File: config.mk
export PLATFORM = sky130hd
export DESIGN_NAME = decoder_onehot_sequencer
export DESIGN_NICKNAME = d
export VERILOG_FILES = /design/src/rtl/decoder_onehot_sequencer.sv
export SDC_FILE = /design/constraint.sdc
export NUM_CORES = 1
export LEC_CHECK = 0
export ABC_AREA = 1
export CAP_MARGIN = 20
export CORE_ASPECT_RATIO = 0.8
export CORE_MARGIN = 1.5
export CORE_UTILIZATION = 49
export CTS_BUF_LIST = sky130_fd_sc_hd__clkbuf_4
export DETAILED_ROUTE_END_ITERATION = 7
export PLACE_DENSITY_LB_ADDON = 0.3
export SYNTH_ARGS = -nofsm -noshare
export SYNTH_HDL_FRONTEND = slang
export SYNTH_SLANG_ARGS = --single-unit
File: constraint.sdc
create_clock -name clk -period 1.8 [get_ports clk]
set_input_delay 0.18 -clock clk [delete_from_list [all_inputs] [get_ports clk]]
set_output_delay 0.18 -clock clk [all_outputs]
set_load 0.02 [all_outputs]
File: src/rtl/decoder_onehot_sequencer.sv
// rtl/decoder_onehot_sequencer.sv - registered N-to-2^N one-hot decoder with timed hold and scan mode
//
// Ports:
//   clk        rising-edge clock
//   rst_n      asynchronous active-low reset
//   ena        block enable; low forces IDLE and clears outputs
//   mode       0 = DECODE (handshake-driven), 1 = SCAN (autonomous walk)
//   in_valid   index valid (DECODE)
//   in_ready   block can accept an index this cycle (combinational)
//   in         index to decode
//   dwell      hold length minus one, in cycles, per one-hot position
//   out        registered one-hot (or all-zero) select
//   out_valid  registered, equals |out
//   scan_wrap  one-cycle pulse on the first cycle of out[0] after out[OUTS-1]

module decoder_onehot_sequencer #(
    parameter int N       = 4,
    parameter int DWELL_W = 8
) (
    input  logic                 clk,
    input  logic                 rst_n,
    input  logic                 ena,
    input  logic                 mode,
    input  logic                 in_valid,
    output logic                 in_ready,
    input  logic [N-1:0]         in,
    input  logic [DWELL_W-1:0]   dwell,
    output logic [(2**N)-1:0]    out,
    output logic                 out_valid,
    output logic                 scan_wrap
);

    localparam int OUTS = 2**N;

    typedef enum logic [1:0] {
        IDLE,
        HOLD,
        SCAN
    } state_t;

    state_t              state_q, state_d;
    logic [OUTS-1:0]     out_q, out_d;
    logic [DWELL_W-1:0]  cnt_q, cnt_d;
    logic                wrap_q, wrap_d;
    logic                valid_q;
    logic [OUTS-1:0]     onehot_in;
    logic                accept;

    // A new index is taken from IDLE, or on the final cycle of a hold so that
    // back-to-back decodes run without a zero gap.
    assign in_ready  = ena & ~mode & ((state_q == IDLE) |
                                      ((state_q == HOLD) & (cnt_q == '0)));
    assign accept    = in_valid & in_ready;
    assign onehot_in = {{(OUTS-1){1'b0}}, 1'b1} << in;

    always_comb begin
        state_d = state_q;
        out_d   = out_q;
        cnt_d   = cnt_q;
        wrap_d  = 1'b0;

        if (!ena) begin
            state_d = IDLE;
            out_d   = '0;
            cnt_d   = '0;
        end else begin
            case (state_q)
                IDLE: begin
                    out_d = '0;
                    if (accept) begin
                        state_d = HOLD;
                        out_d   = onehot_in;
                        cnt_d   = dwell;
                    end else if (mode) begin
                        state_d = SCAN;
                        out_d   = {{(OUTS-1){1'b0}}, 1'b1};
                        cnt_d   = dwell;
                    end
                end

                // mode is deliberately not examined here: a hold always runs
                // to completion, and the mode switch takes effect via IDLE.
                HOLD: begin
                    if (cnt_q != '0) begin
                        cnt_d = cnt_q - DWELL_W'(1);
                    end else if (accept) begin
                        out_d = onehot_in;
                        cnt_d = dwell;
                    end else begin
                        state_d = IDLE;
                        out_d   = '0;
                    end
                end

                SCAN: begin
                    if (!mode) begin
                        state_d = IDLE;
                        out_d   = '0;
                        cnt_d   = '0;
                    end else if (cnt_q == '0) begin
                        out_d  = {out_q[OUTS-2:0], out_q[OUTS-1]};
                        cnt_d  = dwell;
                        wrap_d = out_q[OUTS-1];
                    end else begin
                        cnt_d = cnt_q - DWELL_W'(1);
                    end
                end

                default: begin
                    state_d = IDLE;
                    out_d   = '0;
                    cnt_d   = '0;
                end
            endcase
        end
    end

    always_ff @(posedge clk or negedge rst_n) begin
        if (!rst_n) begin
            state_q <= IDLE;
            out_q   <= '0;
            cnt_q   <= '0;
            wrap_q  <= 1'b0;
            valid_q <= 1'b0;
        end else begin
            state_q <= state_d;
            out_q   <= out_d;
            cnt_q   <= cnt_d;
            wrap_q  <= wrap_d;
            valid_q <= |out_d;
        end
    end

    assign out       = out_q;
    assign out_valid = valid_q;
    assign scan_wrap = wrap_q;

endmodule

## Word level (Yosys, flattened, before mapping)

Index checks and enable logic that the tools add are counted.

- Memories kept: 0
- RAM bits: 0
- Bits of input ports: 17
- Latch bits: 0
- Output and inout bits: 19
- Register bits: 28
- ROM bits: 0
- Logic and storage cells: 53

- Bitwise logic cells: 6
- Muxes and demuxes: 27
- Equal/unequal tests: 7
- Divide/modulo/power cells: 0
- Shift operators: 1
- Magnitude comparators: 0
- Multipliers: 0
- Add/subtract/negate cells: 1
- Reductions and logical operators: 6

Operator list:

| cell | number |
|---|---|
| 2-to-1 mux 16 bit | 6 |
| 2-to-1 mux 8 bit | 7 |
| one-hot mux 16 bit (3 select lines) | 1 |
| one-hot mux 8 bit (3 select lines) | 1 |
| OR reduction 16 bit | 1 |
| left shift 1 x 4 -> 16 bit (first input constant) | 1 |
| 2-to-1 mux 2 bit | 6 |
| inequality test 3 bit (second input constant) | 3 |
| logical NOT 8 bit | 1 |
| nonzero test 8 bit | 1 |
| subtractor 8 x 1 -> 8 bit (second input constant) | 1 |
| one-hot mux 2 bit (3 select lines) | 1 |
| 2-to-1 mux 1 bit | 5 |
| bitwise AND 1 bit | 4 |
| inequality test 4 x 3 -> 1 bit (second input constant) | 1 |
| inequality test 4 bit (second input constant) | 1 |
| AND reduction 4 bit | 1 |
| == test 2 x 1 -> 1 bit (second input constant) | 1 |
| == test 2 bit (second input constant) | 1 |
| logical NOT 2 bit | 1 |
| AND reduction 2 bit | 1 |
| inverter 1 bit | 1 |
| OR 1 bit | 1 |

## Longest topological paths before layout

- Depth after elaboration: 10
- Gate-level depth with buffers: 15
- Mapped depth without buffers: 14

## Worst setup path before layout

OpenSTA, ideal clock, no wires.

- Path kind: register -> register
- From: register cnt_q[0]
- To: register valid_q, in the netlist out_valid
- Setup time: 0.119 ns
- Clock period less this slack: 1.850 ns
- Setup slack: -0.050 ns
- Data arrival time: 1.731 ns
- Stages on the path, launching flop included: 14
- Path buffers: 1
- Data required time: 1.681 ns
- Path through: dfrtp_1 -> inv_1 -> ha_1 -> nand2_1 -> nor2_4 -> inv_2 -> nand2_2 -> buf_6 -> o21ai_1 -> o21bai_1 -> nand2_1 -> nand3_1 -> nor2_1 -> nand2_1

- Cells in the longest elaborated chain, start to end: 10
- Elaborated cells between the ends (all ways): 14
- Those cells by class: mux (7); bitwise (4); reduce/logical (3)

RTL lines:

| item | RTL line | RTL |
|---|---|---|
| start: declaration | 43 | `logic [DWELL_W-1:0] cnt_q, cnt_d;` |
| start signal: assignment | 128 | `cnt_q <= cnt_d;` |
| logical NOT 8 bit | 52, 100 |  |
| bitwise AND 1 bit | 52 | `((state_q == HOLD) & (cnt_q == '0)));` |
| OR 1 bit | 51 | `assign in_ready = ena & ~mode & ((state_q == IDLE) \|` |
| bitwise AND 1 bit | 51 |  |
| bitwise AND 1 bit | 53 | `assign accept = in_valid & in_ready;` |
| 2-to-1 mux 16 bit | 86 | `end else if (accept) begin` |
| 2-to-1 mux 16 bit | 84 | `if (cnt_q != '0) begin` |
| one-hot mux 16 bit (3 select lines) * | 67 | `case (state_q)` |
| 2-to-1 mux 16 bit * | 62 | `if (!ena) begin` |
| OR reduction 16 bit * | 130 | `valid_q <= \|out_d;` |
| end signal: assignment | 130 |  |
| end: declaration | 45 | `logic valid_q;` |

Mark *: on every way between the ends. The rest lies on a longest branch, timed or not.
A chain may end at the register's enable or synchronous reset.

## Final worst setup path

Same ends and word-level chain as after synthesis.

==> metrics.md <==
| Metric | Value |
|---|---|
| Status | finished with violations |
| Violated checks | setup timing |
| Layout cells sized above 1 | 30.22% |
| Final WS setup | -0.1563 ns |
| Placed Cells | 407 |
| Width of the die | 74.49 um |
| Post-synthesis to final-layout area growth | 43.10% |
| Area leader, netlist | dfrtp_1 |
| Maximum vdd drop | 0.5431 mV |
| Final Cycle Share | 108.7% |
| Setup slack, reg-to-reg | -0.16 ns |
| Hold_ws | 0.1979 ns |
| Worst hold-check path type | input pin to asynchronous set/reset pin |
| Clock tree from TritonCTS | built |
| Ant. Diodes | 0 |
| Slew margin rel. | 75.55% |
| Grt total ovfl | 0 |
| CP Capture Type | register |
| All-Layer GR Usage | 26.73% |
| Final setup viols | 17 |
| Slew @ Worst Pin | 0.3667 ns |
| Placed Area | 2695 um^2 |
| Post-DR wirelength/cell | 13.94 um |
| Non-filler cells in the finished layout | 419 |
| Die H | 60.19 um |
| Core box area | 3854 um^2 |
| Die area | 4483 um^2 |
| Slew Viols, Final | 0 |
| Ys Warns | 0 |
| Fillcell total | 318 |
| Power per cell area | 918.7 nW/um^2 |
| Residual DRC | 0 |
| Post-Route WL | 5842 um |
| Vias | 2200 |
| Mapped Area | 2003 um^2 |
| Initial antenna violation count | 0 |
| Final instance area | 2867 um^2 |
| #FFs+latches synth | 28 |
| Routed vias/inst | 5.251 |
| Minimum clock period | 1.956 ns |
| Final setup TNS | -1.708 ns |
| Sequential fraction of the synthesis area | 34.98% |
| Hold Buf Count CTS | 0 |
| Final-stage net count | 383 |
| Synth top area cells | dfrtp_1 (35%), nand2_1 (12%), o21ai_0 (7.0%), inv_1 (6.9%), nor2_1 (4.1%) |
| Clk sink count | 28 |
| Max H-tree Level | 1 |
| Maxcap violations | 0 |
| Critical Path Start Type | register |
| Largest net degree at the start of global routing | 29 |
| Pleak | 1.428 nW |
| Crit. Startpoint | cnt_q[0]$_DFFE_PN0P_ |
| Critical setup path kind | register to register |
| Port bufs | 35 |
| Post-route ant nets | 0 |
| GPL Wtd Cong | 0.9132 |
| Final Util | 74.38% |
| FF-to-FF path depth | 15 |
| Req. time, crit path | 2.09 ns |
| Reg-to-Reg Start | cnt_q[0]$_DFFE_PN0P_ |
| Reg2reg end | out_valid$_DFF_PN0_ |
| Worst EP arrival | 2.25 ns |
| FMAX | 511.2 MHz |
| CP Max Fanout | 5 |
| DRT iter0 DRCs | 237 |
| Root Driver | clkbuf_4 |
| Cts bufs inserted | 3 |
| Share of the synthesized area in the top cell type | 34.98% |
| Initial Util | 51.98% |
| Detailed placer's ending HPWL | 4110 um |
| Skew-Pair Late Insertion Delay | 0.33 ns |
| Boundary pin count | 36 |
| Hold Vio Cnt, Final | 0 |
| Row cnt | 20 |
| Clock skew | 0.0007396 ns |
| Gate Count Post-Synth | 282 |
| Post-synth cell types | 27 |
| CTS max path bufs | 2 |
| Syn nets | 300 |
| Syn Area/Cell | 7.103 um^2 |
| Vias in the first global route | 1973 |
| Power Total | 2.634 mW |
| Pre-CTS WS | -0.1353 ns |
| First-pass GRT wire length | 8956 um |
| DR pass1 iterations | 5 |
| RSZ-0062 raised after global routing | yes |
| Clock slew seen by the registers of the worst setup and hold paths | 0.16 ns |
-- worst max path at each step --
stage                     endpoint  cells past startpoint  slack [ns]
2_1_floorplan  out_valid$_DFF_PN0_                     13      0.0008
3_3_place_gp   out_valid$_DFF_PN0_                     14        -0.1
3_5_place_dp   out_valid$_DFF_PN0_                     13       -0.14
4_1_cts        out_valid$_DFF_PN0_                     13    -0.00004
5_1_grt        out_valid$_DFF_PN0_                     13       -0.29
6_report       out_valid$_DFF_PN0_                     15       -0.16
-- cell families (layout without fill, tap and decap cells) --
logic type               Yosys count  in the layout  synth area share, %
adder cells (fa/ha/maj)            1              1               0.6245
AND/OR/NAND/NOR                  135            135                34.29
XOR/XNOR                           6              6                2.623
flip-flops                        28             28                34.98
buffers and inverters             55            137                11.24
AO/OA/AOI/OAI                     57             57                16.24
-- routing by layer --
metal / vias up / share of wire (%) / global-route usage [%]
met3: 2 / 8.4 / 4.384
met2: 106 / 46 / 42.35
met1: 1027 / 45 / 38.43
met4: 0 / 0.31 / 5.974
li1: 1065 / - / -
met5: - / 0 / 0
-- placed cells by master (no fill, tap or decap) --
cell,netlist,layout
nor2_4,4,4
a21oi_2,0,2
xor2_1,5,5
a21oi_1,9,7
o21ai_0,28,21
xnor2_1,1,1
buf_6,2,5
nor2_8,2,2
nand2_1,62,57
nand2_2,8,12
dfrtp_1,28,28
clkbuf_4,0,3
nor2_2,2,3
nand3_4,0,1
nand3_1,14,14
nor3_1,6,6
buf_4,0,45
nand4_2,1,1
clkdlybuf4s50_1,0,34
buf_12,0,1
inv_1,37,31
inv_4,0,1
o21bai_1,4,4
clkinv_1,1,2
nor2_1,22,21
nand4_1,9,9
inv_2,10,14
o21ai_1,8,14
o21ai_2,8,9
ha_4,0,1
nand2_4,4,5
inv_6,0,1
-- final cells by class --
type                       instances  area (um^2)  area share (%)
tap                               55        68.82           2.401
timing repair buffer              85        754.5           26.32
sequential                        28        700.7           24.44
clock buffer                       3        22.52          0.7857
inverter                          48        187.7           6.547
multi-input combinational        199         1129           39.37
clock inverter                     1        3.754          0.1309
-- registers in the layout, indices dropped and copies added, names as in the netlist --
name and flops:
out_valid 1, out 16, cnt_q 8, state_q 2
scan_wrap 1
-- critical path, cell delays in order, from the launching register on --
cell and delay, ns:
dfrtp_1 0.43, inv_2 0.09, ha_4 0.15, nand2_1 0.06, nor2_1 0.14, nand3_1 0.15
nand2_4 0.13, nand2_4 0.07, nor2_8 0.10, buf_4 0.15, nand3_1 0.09, nand2_1 0.08
nand2_1 0.08, nand3_1 0.10, nor2_1 0.04, nand2_1 0.05
-- cell usage after synthesis --
library cell and instances:
a21oi_1 9, buf_2 3, buf_6 2, clkbuf_1 2
clkinv_1 1, dfrtp_1 28, ha_1 1, inv_1 37
inv_2 10, nand2_1 62, nand2_2 8, nand2_4 4
nand3_1 14, nand3_2 1, nand4_1 9, nand4_2 1
nor2_1 22, nor2_2 2, nor2_4 4, nor2_8 2
nor3_1 6, o21ai_0 28, o21ai_1 8, o21ai_2 8
o21bai_1 4, xnor2_1 1, xor2_1 5
-- power breakdown --
part	total [mW]	switching, mW	internal, mW	leakage (nW)
registers	0.785	0.0802	0.705	0.382
logic	1.57	0.854	0.716	1.03
clock network	0.280	0.198	0.0817	0.0154
-- repair_timing --
item                       in CTS  in global routing
setup endpoints to repair      19                 25
hold endpoints to repair        0                  0
setup buffers                   2                  6
pin swaps                       1                  7
gates resized for setup        22                 19
(Power assumes the default switching activity.)
